--- src/rtl/wb_mem_2_ppfifo_pkg.sv ---
// ============================================================================
//  Module      : dma_writer_defines (package)
//  Description : Shared definitions for the memory-to-ping-pong-FIFO DMA
//                engine: FSM state encoding, wishbone byte-select constant,
//                host status bit positions and the FIFO half picker.
//  Revision    : 1.0 - initial release
// ============================================================================
`default_nettype none

package dma_writer_defines;

    typedef enum logic [1:0] {
        ST_IDLE = 2'd0,
        ST_ARM  = 2'd1,
        ST_REQ  = 2'd2,
        ST_NEXT = 2'd3
    } state_t;

    localparam logic [3:0] WB_SEL_ALL = 4'hF;

    // Bit positions of the per-buffer flags inside the host status register
    localparam int STS_FINISHED0 = 0;
    localparam int STS_FINISHED1 = 1;
    localparam int STS_EMPTY0    = 2;
    localparam int STS_EMPTY1    = 3;

    // Lowest ready half wins; caller guarantees rdy != 0
    function automatic logic [1:0] pick_half(input logic [1:0] rdy);
        return rdy[0] ? 2'b01 : 2'b10;
    endfunction

endpackage

`default_nettype wire

--- src/rtl/wb_mem2ppfifo_buf_desc.sv ---
// ============================================================================
//  Module      : wb_mem2ppfifo_buf_desc
//  Description : One memory buffer descriptor: base, size, words-read count,
//                finished and empty flags.
//  Ports       : clk, rst (async, active-low)
//                i_load/i_base/i_size  - latch a new buffer (pre-qualified)
//                i_inc                 - one word read from this buffer
//                i_done                - buffer complete: finished + empty
//                i_clear               - abandon buffer: empty only
//                o_base/o_size/o_count/o_finished/o_empty - descriptor state
//  Revision    : 1.0 - initial release
// ============================================================================
`default_nettype none

module wb_mem2ppfifo_buf_desc (
    input  logic        clk,
    input  logic        rst,
    input  logic        i_load,
    input  logic [31:0] i_base,
    input  logic [31:0] i_size,
    input  logic        i_inc,
    input  logic        i_done,
    input  logic        i_clear,
    output logic [31:0] o_base,
    output logic [31:0] o_size,
    output logic [31:0] o_count,
    output logic        o_finished,
    output logic        o_empty
);

    always_ff @(posedge clk or negedge rst) begin
        if (!rst) begin
            o_base     <= 32'd0;
            o_size     <= 32'd0;
            o_count    <= 32'd0;
            o_finished <= 1'b0;
            o_empty    <= 1'b1;
        end else if (i_load) begin
            // A fresh descriptor overrides anything else in the same cycle
            o_base     <= i_base;
            o_size     <= i_size;
            o_count    <= 32'd0;
            o_finished <= 1'b0;
            o_empty    <= 1'b0;
        end else begin
            if (i_inc) begin
                o_count <= o_count + 32'd1;
            end
            if (i_done) begin
                o_finished <= 1'b1;
                o_empty    <= 1'b1;
            end else if (i_clear) begin
                o_empty <= 1'b1;
            end
        end
    end

endmodule

`default_nettype wire

--- src/rtl/wb_mem_2_ppfifo.sv ---
// ============================================================================
//  Module      : wb_mem_2_ppfifo
//  Description : Wishbone-master DMA engine reading words from two alternately
//                serviced memory buffers into the write side of a ping-pong
//                FIFO. One word per REQ/NEXT pair, FIFO half released at every
//                window end and every buffer end.
//  Ports       : clk, rst (async, active-low), i_enable, i_flush
//                i_memory_N_* / o_memory_N_*  - buffer N descriptor + status
//                o_error                      - sticky ack-timeout flag
//                o_mem_* / i_mem_*            - wishbone master (read only)
//                i_wr_rdy/o_wr_act/i_wr_size/o_wr_stb/o_wr_data - PPFIFO write
//  Options     : WB_MEM_2_PPFIFO_TIMEOUT_EN - abort a beat after TIMEOUT_CYCLES
//                without ack; otherwise o_error is 0 and ack is awaited forever
//  Revision    : 1.0 - initial release
// ============================================================================
`default_nettype none

module wb_mem_2_ppfifo
    import dma_writer_defines::*;
#(
    parameter int ADDR_INC       = 1,
    parameter int TIMEOUT_CYCLES = 255
) (
    input  logic        clk,
    input  logic        rst,
    input  logic        i_enable,
    input  logic        i_flush,
    input  logic [31:0] i_memory_0_base,
    input  logic [31:0] i_memory_0_size,
    input  logic        i_memory_0_ready,
    output logic [31:0] o_memory_0_count,
    output logic        o_memory_0_finished,
    output logic        o_memory_0_empty,
    input  logic [31:0] i_memory_1_base,
    input  logic [31:0] i_memory_1_size,
    input  logic        i_memory_1_ready,
    output logic [31:0] o_memory_1_count,
    output logic        o_memory_1_finished,
    output logic        o_memory_1_empty,
    output logic        o_error,
    output logic        o_mem_we,
    output logic        o_mem_stb,
    output logic        o_mem_cyc,
    output logic [3:0]  o_mem_sel,
    output logic [31:0] o_mem_adr,
    output logic [31:0] o_mem_dat,
    input  logic [31:0] i_mem_dat,
    input  logic        i_mem_ack,
    input  logic        i_mem_int,
    input  logic [1:0]  i_wr_rdy,
    output logic [1:0]  o_wr_act,
    input  logic [23:0] i_wr_size,
    output logic        o_wr_stb,
    output logic [31:0] o_wr_data
);

    state_t      r_state;
    logic        r_cur;          // buffer being serviced
    logic        r_pref;         // buffer to try first on the next pick
    logic        r_flush_pend;
    logic [23:0] r_win;          // words written in the current FIFO window

    logic [31:0] w_base  [2];
    logic [31:0] w_size  [2];
    logic [31:0] w_count [2];
    logic [1:0]  w_fin, w_empty;
    logic [1:0]  w_load, w_inc, w_done, w_clear;
    logic [31:0] w_cur_base, w_cur_size, w_cur_count, w_addr;
    logic        w_sel, w_flush_now, w_timeout;
    logic [3:0]  w_status;
    logic        w_unused;

    assign o_mem_we  = 1'b0;
    assign o_mem_sel = WB_SEL_ALL;
    assign o_mem_dat = 32'd0;

    assign w_flush_now = r_flush_pend | i_flush;

    always_comb begin
        w_load      = 2'b00;
        w_inc       = 2'b00;
        w_done      = 2'b00;
        w_clear     = 2'b00;
        // The buffer being serviced may not be reloaded under the engine
        w_load[0]   = i_memory_0_ready && (i_memory_0_size != 32'd0)
                      && !((r_state != ST_IDLE) && (r_cur == 1'b0));
        w_load[1]   = i_memory_1_ready && (i_memory_1_size != 32'd0)
                      && !((r_state != ST_IDLE) && (r_cur == 1'b1));
        w_cur_base  = r_cur ? w_base[1]  : w_base[0];
        w_cur_size  = r_cur ? w_size[1]  : w_size[0];
        w_cur_count = r_cur ? w_count[1] : w_count[0];
        w_addr      = w_cur_base + (w_cur_count * 32'(ADDR_INC));
        w_sel       = w_empty[r_pref] ? ~r_pref : r_pref;
        if ((r_state == ST_REQ) && i_mem_ack) begin
            w_inc[r_cur] = 1'b1;
        end
        if ((r_state == ST_NEXT) && (w_cur_count == w_cur_size)) begin
            w_done[r_cur] = 1'b1;
        end
        // Flush is only acted on once no beat is outstanding
        if ((r_state == ST_IDLE) && w_flush_now) begin
            w_clear = 2'b11;
        end
        if (w_timeout) begin
            w_clear[r_cur] = 1'b1;
        end
    end

    wb_mem2ppfifo_buf_desc u_buf0 (
        .clk(clk), .rst(rst), .i_load(w_load[0]),
        .i_base(i_memory_0_base), .i_size(i_memory_0_size),
        .i_inc(w_inc[0]), .i_done(w_done[0]), .i_clear(w_clear[0]),
        .o_base(w_base[0]), .o_size(w_size[0]), .o_count(w_count[0]),
        .o_finished(w_fin[0]), .o_empty(w_empty[0])
    );

    wb_mem2ppfifo_buf_desc u_buf1 (
        .clk(clk), .rst(rst), .i_load(w_load[1]),
        .i_base(i_memory_1_base), .i_size(i_memory_1_size),
        .i_inc(w_inc[1]), .i_done(w_done[1]), .i_clear(w_clear[1]),
        .o_base(w_base[1]), .o_size(w_size[1]), .o_count(w_count[1]),
        .o_finished(w_fin[1]), .o_empty(w_empty[1])
    );

    // Status flags gathered in host register layout
    always_comb begin
        w_status                = 4'd0;
        w_status[STS_FINISHED0] = w_fin[0];
        w_status[STS_FINISHED1] = w_fin[1];
        w_status[STS_EMPTY0]    = w_empty[0];
        w_status[STS_EMPTY1]    = w_empty[1];
    end

    assign o_memory_0_count    = w_count[0];
    assign o_memory_1_count    = w_count[1];
    assign o_memory_0_finished = w_status[STS_FINISHED0];
    assign o_memory_1_finished = w_status[STS_FINISHED1];
    assign o_memory_0_empty    = w_status[STS_EMPTY0];
    assign o_memory_1_empty    = w_status[STS_EMPTY1];

`ifdef WB_MEM_2_PPFIFO_TIMEOUT_EN
    logic [31:0] r_to_cnt;
    logic        r_error;

    assign w_timeout = (r_state == ST_REQ) && !i_mem_ack
                       && (r_to_cnt == 32'(TIMEOUT_CYCLES - 1));
    assign o_error   = r_error;

    always_ff @(posedge clk or negedge rst) begin
        if (!rst) begin
            r_to_cnt <= 32'd0;
            r_error  <= 1'b0;
        end else begin
            if (o_mem_stb && !i_mem_ack) begin
                r_to_cnt <= r_to_cnt + 32'd1;
            end else begin
                r_to_cnt <= 32'd0;
            end
            if (w_timeout) begin
                r_error <= 1'b1;
            end
        end
    end

    assign w_unused = &{1'b0, i_mem_int};
`else
    assign w_timeout = 1'b0;
    assign o_error   = 1'b0;
    assign w_unused  = &{1'b0, i_mem_int, 32'(TIMEOUT_CYCLES)};
`endif

    always_ff @(posedge clk or negedge rst) begin
        if (!rst) begin
            r_state      <= ST_IDLE;
            r_cur        <= 1'b0;
            r_pref       <= 1'b0;
            r_flush_pend <= 1'b0;
            r_win        <= 24'd0;
            o_wr_act     <= 2'b00;
            o_mem_cyc    <= 1'b0;
            o_mem_stb    <= 1'b0;
            o_mem_adr    <= 32'd0;
            o_wr_stb     <= 1'b0;
            o_wr_data    <= 32'd0;
        end else begin
            o_wr_stb <= 1'b0;
            if (i_flush) begin
                r_flush_pend <= 1'b1;
            end
            case (r_state)
                ST_IDLE: begin
                    if (w_flush_now) begin
                        r_flush_pend <= 1'b0;
                    end else if (i_enable && (w_empty != 2'b11)) begin
                        r_cur   <= w_sel;
                        r_state <= ST_ARM;
                    end
                end
                ST_ARM: begin
                    if (w_flush_now || !i_enable) begin
                        r_state <= ST_IDLE;
                    end else if (i_wr_rdy != 2'b00) begin
                        o_wr_act  <= pick_half(i_wr_rdy);
                        r_win     <= 24'd0;
                        o_mem_cyc <= 1'b1;
                        o_mem_stb <= 1'b1;
                        o_mem_adr <= w_addr;
                        r_state   <= ST_REQ;
                    end
                end
                ST_REQ: begin
                    if (i_mem_ack) begin
                        o_wr_data <= i_mem_dat;
                        o_wr_stb  <= 1'b1;
                        o_mem_cyc <= 1'b0;
                        o_mem_stb <= 1'b0;
                        r_win     <= r_win + 24'd1;
                        r_state   <= ST_NEXT;
                    end else if (w_timeout) begin
                        o_mem_cyc <= 1'b0;
                        o_mem_stb <= 1'b0;
                        o_wr_act  <= 2'b00;
                        r_state   <= ST_IDLE;
                    end
                end
                ST_NEXT: begin
                    if (w_cur_count == w_cur_size) begin
                        o_wr_act <= 2'b00;
                        r_pref   <= ~r_cur;
                        r_state  <= ST_IDLE;
                    end else if (r_win == i_wr_size) begin
                        o_wr_act <= 2'b00;
                        r_state  <= ST_ARM;
                    end else if (!i_enable || w_flush_now) begin
                        o_wr_act <= 2'b00;
                        r_state  <= ST_IDLE;
                    end else begin
                        o_mem_cyc <= 1'b1;
                        o_mem_stb <= 1'b1;
                        o_mem_adr <= w_addr;
                        r_state   <= ST_REQ;
                    end
                end
                default: r_state <= ST_IDLE;
            endcase
        end
    end

endmodule

`default_nettype wire

--- config.mk ---
export PLATFORM = sky130hd
export DESIGN_NAME = wb_mem_2_ppfifo
export DESIGN_NICKNAME = d
export VERILOG_FILES = /design/src/rtl/wb_mem_2_ppfifo_pkg.sv /design/src/rtl/wb_mem2ppfifo_buf_desc.sv /design/src/rtl/wb_mem_2_ppfifo.sv
export SDC_FILE = /design/constraint.sdc
export NUM_CORES = 1
export LEC_CHECK = 0
export BUFFER_PORTS_ARGS = -buffer_cell sky130_fd_sc_hd__buf_2
export CAP_MARGIN = 40
export CORE_MARGIN = 3
export CORE_UTILIZATION = 33
export DETAILED_ROUTE_END_ITERATION = 6
export SYNTH_ARGS = -nofsm -noshare
export SYNTH_HDL_FRONTEND = slang
export SYNTH_SLANG_ARGS = --single-unit
--- constraint.sdc ---
create_clock -name clk -period 3.6 [get_ports clk]
set_clock_uncertainty 0.1 [all_clocks]
set_input_delay 0.18 -clock clk [delete_from_list [all_inputs] [get_ports clk]]
set_output_delay 0.18 -clock clk [all_outputs]
set_load 0.05 [all_outputs]
* Word-level counts from Yosys, hierarchy flattened
Index checks and enable logic that the tools add are counted.
Operators by class: add/subtract/negate cells 4, eq/ne operators 16, muxes and demuxes 63, reductions and logical operators 37, $lt $le $gt $ge 3, bitwise logic cells 4
Operators with widths (number):
- $mux W32 | 12
- $mux W24 | 3
- $add A32 B1 Y32 const B | 2
- $pmux W32 S2 | 1
- $reduce_bool A32 Y1 | 2
- $pmux W24 S2 | 1
- $mux W2 | 17
- $add A32 B32 Y32 | 1
- $eq A32 B32 Y1 | 1
- $mux W1 | 25
- $add A24 B1 Y24 const B | 1
- $eq A24 B24 Y1 | 1
- $ne A2 B2 Y1 const B | 8
- $reduce_bool A2 Y1 | 8
- $reduce_and A4 Y1 | 3
- $logic_and A1 B1 Y1 | 11
- $reduce_bool A3 Y1 | 3
- $pmux W2 S4 | 1
- $reduce_and A7 Y1 | 1
- $reduce_and A6 Y1 | 1
- $eq A2 B2 Y1 const B | 2
- $lt A1 B2 Y1 const B | 2
- $ne A4 B1 Y1 const B | 1
- $pmux W2 S2 | 1
- other kinds (13) | 18
Storage, ports and cells: output and inout port bits 175, logic and storage cells 147, register bits after elaboration 293, input bits 194

* Depth between registers and ports, before layout
depth after elaboration 7, gate-level depth with buffers 16, gate-level depth less buffers 12

* By module
Synthesis repeated with hierarchy kept, for this count alone.
Second synthesis, totals: cells, all modules 1529, area total of the unflattened synthesis 16052.9 um^2
Modules (own cells, without submodules):
- wb_mem2ppfifo_buf_desc | cells an instance 317, times used 2, seq. area each 2453.6 um^2, area an instance 4117.7 um^2
- wb_mem_2_ppfifo | cells an instance 895, times used 1, seq. area each 2427.3 um^2, area an instance 7817.5 um^2

* Least setup slack after synthesis
No wires, ideal clock.
path type reg-to-reg, from register r_cur, to register o_mem_adr[31], arrival time 3.725 ns, setup time 0.120 ns, buffers on the path 5, clock period less this slack 3.944 ns, path slack -0.344 ns, required time 3.380 ns, cell stages (with the launch flop) 16, cell sequence dfrtp_1 buf_2 buf_2 buf_1 buf_1 mux2_2 ha_1 buf_6 a21o_1 a21oi_2 o21ai_2 or3_1 a21o_1 o21a_1 or3_1 a31o_1
On the way: word-level cells in the longest chain between the ends 6, elaborated cells between the ends (all ways) 13, those cells by class add/sub: 1; eq/ne: 2; mux: 9; reduce/logical: 1
Ends and longest elaborated chain:
- start: declaration | RTL line wb_mem_2_ppfifo.sv:58 | logic r_cur;
- start signal: assignment | RTL line wb_mem_2_ppfifo.sv:195 | r_cur <= w_sel;
- $mux W32 (on tied branches) | RTL line wb_mem_2_ppfifo.sv:89, wb_mem_2_ppfifo.sv:91
- $add A32 B32 Y32 | RTL line wb_mem_2_ppfifo.sv:92 | w_addr = w_cur_base + (w_cur_count * 32'(ADDR_INC));
- $mux W32 | RTL line wb_mem_2_ppfifo.sv:234 | end else if (!i_enable || w_flush_now) begin
- $mux W32 | RTL line wb_mem_2_ppfifo.sv:231 | end else if (r_win == i_wr_size) begin
- $mux W32 | RTL line wb_mem_2_ppfifo.sv:227 | if (w_cur_count == w_cur_size) begin
- $pmux W32 S2 | RTL line wb_mem_2_ppfifo.sv:190 | case (r_state)
- end signal: assignment | RTL line wb_mem_2_ppfifo.sv:207 | o_mem_adr <= w_addr;
- end signal: assignment | RTL line wb_mem_2_ppfifo.sv:240 | o_mem_adr <= w_addr;
- end: declaration | RTL line wb_mem_2_ppfifo.sv:45 | output logic [31:0] o_mem_adr,
Several ways; a longest one is shown, not always the timed one. The select of a mux whose other input is x is not followed. A chain may end at the register's enable or synchronous reset.

* Final worst setup path
from register r_cur, to register o_mem_adr[28]
The elaborated chain is that of the path after synthesis.

==> results_dict.tcl <==
set metrics [dict create \
    routed_wl_mm 54.03 \
    arrival_ns 3.86 \
    timing_hold_violations_final 0 \
    worstHoldStart "i_memory_1_ready" \
    synth_flop_cell "dfrtp_1" \
    synth-simple-area-share_pct 23.25 \
    timing.final.crit_period_ns 3.505 \
    yosysSeqAreaShare_pct 46.36 \
    num_vias 14248 \
    vias_per_cell 4.895 \
    fp.dieH_um 225.0 \
    cts_tree "built" \
    rsz0062_at_grt "yes" \
    fin_cells 2911 \
    dieWidth_um 225.0 \
    synth_edf_count 0 \
    cts_buffers 36 \
    core_mm2 0.04695 \
    grt_max_degree 96 \
    start_kind "flip-flop" \
    cts_buffer_depth 3 \
    reg2reg_from "r_cur" \
    nFillCells 4562 \
    start_util_pct 33.70 \
    maxCapViolCount 0 \
    insertion_delay_ns 0.55 \
    routedWlPerCell_um 18.56 \
    grt_pass1_wl_mm 81.62 \
    io_buffer_count 329 \
    relSlewSlack_pct 48.15 \
    max_stage_delay_ns 0.47 \
    crit_path_cell_trace "buf_4 > mux2_2 > ha_2 > inv_1 > fa_1 > nand2b_1 > a21o_1 > a31oi_4 > buf_4 > a31oi_4 > o211ai_1 > buf_4 > a2111oi_1 > or3_1 > a31oi_1" \
    synth-adder-area-share_pct 2.815 \
    muxShareOfSynthArea_pct 5.014 \
    ys_ff_latch 293 \
    stdcell_area_mm2 0.02128 \
    drc_errors 0 \
    fp-row-count 79 \
    drive_gt1_share_pct 23.66 \
    dieArea_mm2 0.05061 \
    ios 369 \
    end_kind "flip-flop" \
    synth_area_leader_cell "dfrtp_1" \
    status "finished clean" \
    max_freq_mhz 285.3 \
    htree_levels 2 \
    p_leak_nw 10.88 \
    synth_top_cell_area_share_pct 46.03 \
    postSynthCellCount 1756 \
    placed_cell_area_mm2 0.01836 \
    overflow 0 \
    synth-async-reset-ratio_pct 100.0 \
    synth_warnings 0 \
    cp_max_fo 8 \
    drtIter0Drc 946 \
    hold_class "input port to flip-flop" \
    critPathLaunch "r_cur" \
    crit_path_top_delay_cell "dfrtp_4" \
    antenna_found_initial 2 \
    syn_area_mm2 0.01582 \
    cts_root_buf "clkbuf_16" \
    slew_violations 0 \
    powerDensity_mw_per_mm2 676.7 \
    syn_to_final_growth_pct 34.49 \
    cts.clk_slew.worst_paths_ns 0.06 \
    fin_crit_sh_pct 97.36 \
    setup_viol 0 \
    synth_xor_area_share_pct 10.46 \
    drt-pass1-iter-count 5 \
    grt_pass1_vias 13824 \
    place_hpwl_mm 39.86 \
    ir_drop_mv 0.4580 \
    cp.required_ns 3.95 \
    tightest_slew_ns 0.7777 \
    nets 2508 \
    synth_top_family_by_area "simple AND/OR/NAND/NOR gates" \
    crit_top_cell "buf_4" \
    ys_top_cells_by_area "dfrtp_1, nand2_1, xor2_1" \
    crit_type "flip-flop to flip-flop" \
    whs_ns 0.09804 \
    ant_nets 0 \
    synth_compound_gate_area_share_pct 7.624 \
    track_usage_pct 20.87 \
    place.gp.congestion 0.8774 \
    power_mw 14.40 \
    place_inst 2678 \
    synth.avg_cell_area_um2 9.010 \
    layout_common_cells "nand2_1, buf_2, dfrtp_1" \
    final_common_cell "nand2_1" \
    cts.sinks 293 \
    yosysUniqueCellTypes 73 \
]
## area by class of cell
cell class | count | area, um^2 | share of cell area, %
Antenna cell | 1 | 2.502 | 0.01176
Sequential cell | 293 | 7338 | 34.49
Inverter | 16 | 60.06 | 0.2823
Tap cell | 607 | 759.5 | 3.569
Clock inverter | 8 | 95.09 | 0.4469
Multi-Input combinational cell | 1368 | 8009 | 37.64
Timing Repair Buffer | 564 | 3934 | 18.49
Clock buffer | 54 | 1080 | 5.075
## worst paths after layout
check | slack (ns) | endpoint | cells after the start
worst min-delay path | 0.1 | u_buf1.o_count[8] | 3
min in group asynchronous | 0.15 | r_win[23] | 2
worst max-delay path | 0.09 | o_mem_adr[28] | 15
max in group asynchronous | 2.26 | o_wr_data[17] | 3
worst max register to register | 0.09 | o_mem_adr[28] | 15
worst min register to register | 0.37 | o_wr_data[18] | 2
## registers in the layout (all words and copies together), names as in the netlist, 24 cells and up
| signal | count |
|---|---|
| u_buf0.o_count | 32 |
| u_buf1.o_size | 32 |
| u_buf0.o_base | 32 |
| r_win | 24 |
| u_buf1.o_base | 32 |
| u_buf0.o_size | 32 |
| o_wr_data | 32 |
| u_buf1.o_count | 32 |
| o_mem_adr | 32 |
## metal layers
layer / GRT usage (%) / wire length [um] / vias to the layer above
met1: 28.96 / 24050 / 6936
met3: 3.426 / 3142 / 79
met2: 33.39 / 25190 / 409
met4: 6.951 / 1629 / 2
met5: 0 / 13 / -
li1: - / - / 6822
## synth_stat cells (3+ instances only)
library cell and n:
a211oi_1 3, a21o_1 27, a21oi_1 60, a31o_2 3, a31oi_1 4, and2_1 5, and3_1 18, and4_1 6
buf_1 17, buf_2 10, buf_4 40, buf_6 6, clkbuf_1 41, dfrtp_1 291, ha_1 34, inv_1 15
mux2_1 8, mux2_2 58, nand2_1 555, nand2b_1 7, nand3_1 36, nand4_1 38, nor2_1 130, nor3_1 7
nor4_1 28, o211ai_1 8, o21a_1 7, o21ai_0 34, o21bai_1 3, or3_1 16, xnor2_1 78, xor2_1 111
## report_power, final
| group | switching [mW] | leakage (nW) | internal, mW |
|---|---|---|---|
| clock | 1.42 | 0.574 | 2.21 |
| sequential | 0.736 | 3.74 | 4.28 |
| combinational | 3.82 | 6.57 | 1.93 |
## per-stage QoR
stage / setup TNS (ns) / setup slack (ns) / util (%)
2_1_floorplan: 0 / 0.02667 / -
3_3_place_gp: 0 / 0.009625 / 39.10
3_5_place_dp: -0.03096 / -0.03096 / 39.10
4_1_cts: 0 / 0.01247 / 45.15
5_1_grt: -0.03673 / -0.03025 / 45.31
6_report: 0 / 0.09496 / 45.32
## critical path: cells and delay by family (launching register included)
family / cells / cell delay [ns]
compound gates: 6 / 0.99
buf+inv: 4 / 0.55
simple gates: 2 / 0.49
fa+ha+maj: 2 / 0.58
mux: 1 / 0.23
flops: 1 / 0.47
## cells by family after synthesis
kind of cell,count (synthesis)
mux,70
compound gates,179
fa+ha+maj,35
other cells,2
simple gates,857
buf+inv,131
flops,293
xor+xnor,189
## repair_timing
| action | 4_1_cts | 5_1_grt |
|---|---|---|
| endpoints found under the hold margin | 256 | 0 |
| buffers inserted | 1 | 4 |
| gates resized for setup | 1 | 8 |
| hold buffers | 165 | 0 |
| setup endpoints to repair | 1 | 6 |
| pin swaps | 1 | 3 |
No activity file was read; power rests on OpenSTA's default activity.
